$ cat config.mk
export PLATFORM = sky130hd
export DESIGN_NAME = scs8hd_o21a_capture
export DESIGN_NICKNAME = d
export VERILOG_FILES = /design/src/rtl/scs8hd_o21a_capture.sv
export SDC_FILE = /design/constraint.sdc
export NUM_CORES = 1
export LEC_CHECK = 0
export BUFFER_PORTS_ARGS = -buffer_cell sky130_fd_sc_hd__buf_2
export CAP_MARGIN = 40
export CORE_MARGIN = 2
export CORE_UTILIZATION = 55
export CTS_CLUSTER_DIAMETER = 100
export DETAILED_ROUTE_END_ITERATION = 10
export GPL_ROUTABILITY_DRIVEN = 0
export MAX_ROUTING_LAYER = met4
export PLACE_DENSITY_LB_ADDON = 0.25
export RECOVER_POWER = 100
export SYNTH_ARGS = -nofsm -noshare
export SYNTH_HDL_FRONTEND = slang
export SYNTH_SLANG_ARGS = --single-unit
$ cat constraint.sdc
create_clock -name CLK -period 2.7 [get_ports CLK]
set_input_delay 0.405 -clock CLK [delete_from_list [all_inputs] [get_ports CLK]]
set_output_delay 0.405 -clock CLK [all_outputs]
set_load 0.005 [all_outputs]
$ cat src/rtl/scs8hd_o21a_capture.sv
// OR-AND (o21a) lane array feeding a 2-entry skid buffer with a toggle counter
// and a scan chain threaded through the HEAD and SKID words.
module scs8hd_o21a_capture #(
  parameter int WIDTH = 4,
  parameter int CNT_W = 8
) (
`ifdef SC_USE_PG_PIN
  input  logic             vpwr,
  input  logic             vgnd,
  input  logic             vpb,
  input  logic             vnb,
`endif
  input  logic             CLK,
  input  logic             RESET,
  input  logic [WIDTH-1:0] A1,
  input  logic [WIDTH-1:0] A2,
  input  logic [WIDTH-1:0] B1,
  input  logic             IN_VALID,
  output logic             IN_READY,
  output logic [WIDTH-1:0] X,
  output logic             OUT_VALID,
  input  logic             OUT_READY,
  input  logic             SCE,
  input  logic             SCD,
  output logic             SCQ,
  output logic [CNT_W-1:0] TOG_CNT,
  output logic             TOG_SAT
);

  typedef enum logic [1:0] {EMPTY, ONE, TWO} state_t;

  state_t             state_p1, state_d;
  logic [WIDTH-1:0]   head_p1, head_d;
  logic [WIDTH-1:0]   skid_p1, skid_d;
  logic [WIDTH-1:0]   last_p1;
  logic [CNT_W-1:0]   cnt_p1;
  logic               in_ready_p1;
  logic [WIDTH-1:0]   word_p0;
  logic               accept, pop, vld_p1;

  function automatic logic [CNT_W-1:0] sat_inc(input logic [CNT_W-1:0] v);
    return (v == {CNT_W{1'b1}}) ? v : v + CNT_W'(1);
  endfunction

  // ---- stage p0: combinational lane function and handshake qualification
  assign word_p0 = (A1 | A2) & B1;
  assign vld_p1  = (state_p1 != EMPTY);
  assign accept  = IN_VALID & in_ready_p1 & ~SCE & ~RESET;
  assign pop     = vld_p1 & OUT_READY & ~SCE & ~RESET;

  always_comb begin
    state_d = state_p1;
    head_d  = head_p1;
    skid_d  = skid_p1;
    if (SCE) begin
      // Scan shifts the storage chain while the handshake state is frozen.
      head_d = {head_p1[WIDTH-2:0], SCD};
      skid_d = {skid_p1[WIDTH-2:0], head_p1[WIDTH-1]};
    end else begin
      case (state_p1)
        EMPTY: if (accept) begin
          state_d = ONE;
          head_d  = word_p0;
        end
        ONE: begin
          if (accept && pop) begin
            head_d = word_p0;
          end else if (accept) begin
            state_d = TWO;
            skid_d  = word_p0;
          end else if (pop) begin
            state_d = EMPTY;
          end
        end
        TWO: if (pop) begin
          state_d = ONE;
          head_d  = skid_p1;
        end
        default: state_d = EMPTY;
      endcase
    end
  end

  // ---- stage p1: storage, ready flag and toggle statistics
  always_ff @(posedge CLK) begin
    if (RESET) begin
      state_p1    <= EMPTY;
      head_p1     <= '0;
      skid_p1     <= '0;
      last_p1     <= '0;
      cnt_p1      <= '0;
      in_ready_p1 <= 1'b1;
    end else begin
      state_p1    <= state_d;
      head_p1     <= head_d;
      skid_p1     <= skid_d;
      in_ready_p1 <= (state_d != TWO);
      if (accept) begin
        last_p1 <= word_p0;
        if (word_p0 != last_p1) cnt_p1 <= sat_inc(cnt_p1);
      end
    end
  end

  assign IN_READY  = in_ready_p1;
  assign X         = head_p1;
  assign OUT_VALID = vld_p1;
  assign SCQ       = skid_p1[WIDTH-1];
  assign TOG_CNT   = cnt_p1;
  assign TOG_SAT   = (cnt_p1 == {CNT_W{1'b1}});

endmodule

==> summary.txt <==
Die
  – Die ar.: 0.00267 mm^2
  – Core area: 0.00219 mm^2
  – Floorplan row count: 17
  – Die Ht: 51.7 um
  – Initial Utilization: 0.571
  – Die width: 51.7 um
  – Ports: 34

Place
  – Pre-CTS setup slack: 0.593 ns
  – DP Area: 0.00141 mm^2
  – I/O Buffers: 33
  – DP HPWL: 1930 um

Synth
  – Post-synth EDFFs: 0
  – Adder-Cell Fraction of Synth Area: 0.0100
  – Syn avg cell area: 8.51 um^2
  – Compound-gate portion of the synthesized area: 0.185
  – Synth Flop Type: dfxtp_1
  – Library cells used by synthesis: 37
  – Main combinational cell family by area after synthesis: simple AND/OR/NAND/NOR gates
  – Ys Warns: 0
  – Post-synth ARST share: 0
  – Post-synthesis instance total: 147
  – Simple-Gate Fraction of Synth Area: 0.226
  – Post-Syn Area: 0.00125 mm^2
  – Xor and xnor area share after synthesis: 0.0280
  – Mux cell area share after synthesis: 0.121
  – Sequential fraction of the synthesis area: 0.368
  – Flops & latches, synth: 23
  – Syn Nets: 166

Clocking
  – Clock root buffer: clkbuf_4
  – Max clock buf depth: 2
  – Post-CTS setup buffers: 0
  – CTS tree: done
  – CTS hold repair buffers: 0
  – Post-cts sizing count: 0
  – Clk slew on worst S/H paths: 0.13 ns
  – H-Tree Depth: 1
  – Clk_lat worst skew: 0.31 ns
  – Clk sinks: 23
  – CTS Buf Count: 3

Setup path
  – Required @ worst endpoint: 2.92 ns
  – Crit path DAT: 2.34 ns
  – CP delay by family, top: simple AND/OR/NAND/NOR gates
  – CP Max Fanout: 14
  – Cells along the critical path: buf_2 > o21ai_0 > xnor2_1 > nor4_2 > nor4_1 > mux2_2
  – Crit path launch type: input pin
  – Worst setup EP type: flop
  – WS Path Type: in -> reg
  – Critical-path top delay cell: nor4_2
  – Crit path buf inv count: 1
  – Slowest Stage Delay on Critical Path: 0.77 ns

Drt
  – Vias per inst: 5.62
  – First drt pass iteration count: 4
  – Drt first-iter violations: 13
  – Post-route ant nets: 0
  – WL/cell: 12.4 um
  – Remaining DRCs: 0
  – Via Count: 1,146
  – Wirelength, routed: 2520 um

Cells and area
  – Most common cell after layout, fill and taps aside: buf_2
  – Commonest non-fill, non-tap cells in the layout: buf_2 (25), dfxtp_1 (23), nor2_1 (21)
  – Inserted Diodes: 0
  – Area growth syn-to-layout: 12.9%
  – Post-layout net count: 196
  – Post-route cell area: 0.00141 mm^2
  – Fraction of layout cells with a size suffix above 1: 0.227

GRT
  – Grt ovf: 0
  – All-Layer GR Usage: 0.217
  – Initial antenna violation count: 0
  – Number of global-route vias before repair: 1,071
  – Largest net degree at the start of global routing: 24
  – Global-route wire length before repair: 4380 um

STA
  – Post-route minimum period: 2.12 ns
  – Final hold vios: 0
  – Setup violators final: 0
  – Fmax achieved: 471 MHz
  – Crit share post-route: 0.787
  – Worst-margin pin slew: 1.01 ns
  – Setup TNS: 0 ns
  – Max Clock Skew: 0.00448 ns
  – Post-route worst setup slack: 0.576 ns
  – Final hold slack: 0.472 ns
  – Final Max Slew Viols: 0
  – RSZ-0062 raised after global routing: no
  – Slew headroom: 0.319

Status
  – Status: completed

Min path
  – Hold Crit Class: in -> reg

Power
  – Leakage Power: 0.599 nW
  – Peak VDD IR: 0.299 mV
  – Power density cells: 439 mW/mm^2

Job
  – Max-Cap Viols: 0
## power breakdown
group / switching [W] / total [W] / internal [W]
registers: 0.00000870 / 0.000361 / 0.000352
clock network: 0.000106 / 0.000161 / 0.0000553
logic: 0.0000548 / 0.0000987 / 0.0000439
total: 0.000169 / 0.000620 / 0.000451
## synth_stat cells, types with 3 or more instances
library cell | instances | area [um^2]
dfxtp_1 | 23 | 460
o21ai_0 | 4 | 20.0
clkbuf_1 | 3 | 11.3
nor2b_1 | 3 | 18.8
or4_1 | 5 | 37.5
nand3_1 | 4 | 20.0
a21oi_1 | 11 | 55.1
inv_1 | 9 | 33.8
a211oi_1 | 8 | 60.1
o21ai_2 | 3 | 26.3
o31ai_1 | 3 | 22.5
nor2_1 | 21 | 78.8
mux2_2 | 5 | 56.3
mux2i_1 | 8 | 80.1
xnor2_1 | 4 | 35.0
nand2_1 | 6 | 22.5
## registers in the layout, summed over array words and instances, names as in the netlist
signal    count
IN_READY      1
TOG_CNT       8
X             4
last_p1       4
skid_p1       4
state_p1      2
## path summary, 6_finish.rpt
path                                         startpoint                      end  slack, ns  cells past startpoint
worst max register to register  TOG_CNT[0]$_SDFFE_PP0P_  TOG_CNT[5]$_SDFFE_PP0P_       0.67                      6
worst min register to register  skid_p1[3]$_SDFFE_PP0P_  skid_p1[3]$_SDFFE_PP0P_       0.49                      2
worst max-delay path                              A2[1]  TOG_CNT[5]$_SDFFE_PP0P_       0.58                      6
worst min-delay path                                SCD        X[0]$_SDFFE_PP0P_       0.47                      4
## tightest hold or removal path, delay by kind of cell
family                 cells  cell delay [ns]
buffers and inverters      1             0.09
muxes                      2             0.18
and+or+nand+nor            1             0.08
## layout make-up
class	instances	area (um^2)
Clock buffer	3	22.5
Clock inverter	1	5.00
Fill cell	206	778
Inverter	9	33.8
Multi-Input combinational cell	107	701
Sequential cell	23	460
Tap cell	28	35.0
Timing Repair Buffer	33	155
## per-layer routing
| layer | part of all wire | track usage |
|---|---|---|
| met5 | 0 | - |
| met4 | 0.0032 | 0.0702 |
| met3 | 0.047 | 0.0287 |
| met2 | 0.47 | 0.342 |
| met1 | 0.48 | 0.291 |
## cells by family after synthesis
| family | Yosys count |
|---|---|
| and+or+nand+nor | 53 |
| muxes | 14 |
| buffers and inverters | 17 |
| xor gates and xnor gates | 4 |
| adders and majority gates | 1 |
| AOI/OAI and AO/OA | 35 |
| DFF | 23 |
## through the flow
step                      power, W  cells  utilization
after floorplan           0.000442    147            -
after global placement    0.000469    200        0.642
after detailed placement  0.000472    200        0.642
after CTS                 0.000630    204        0.655
after global routing      0.000656    204        0.645
final                     0.000620    204        0.645
No activity file was read; power rests on OpenSTA's default activity.
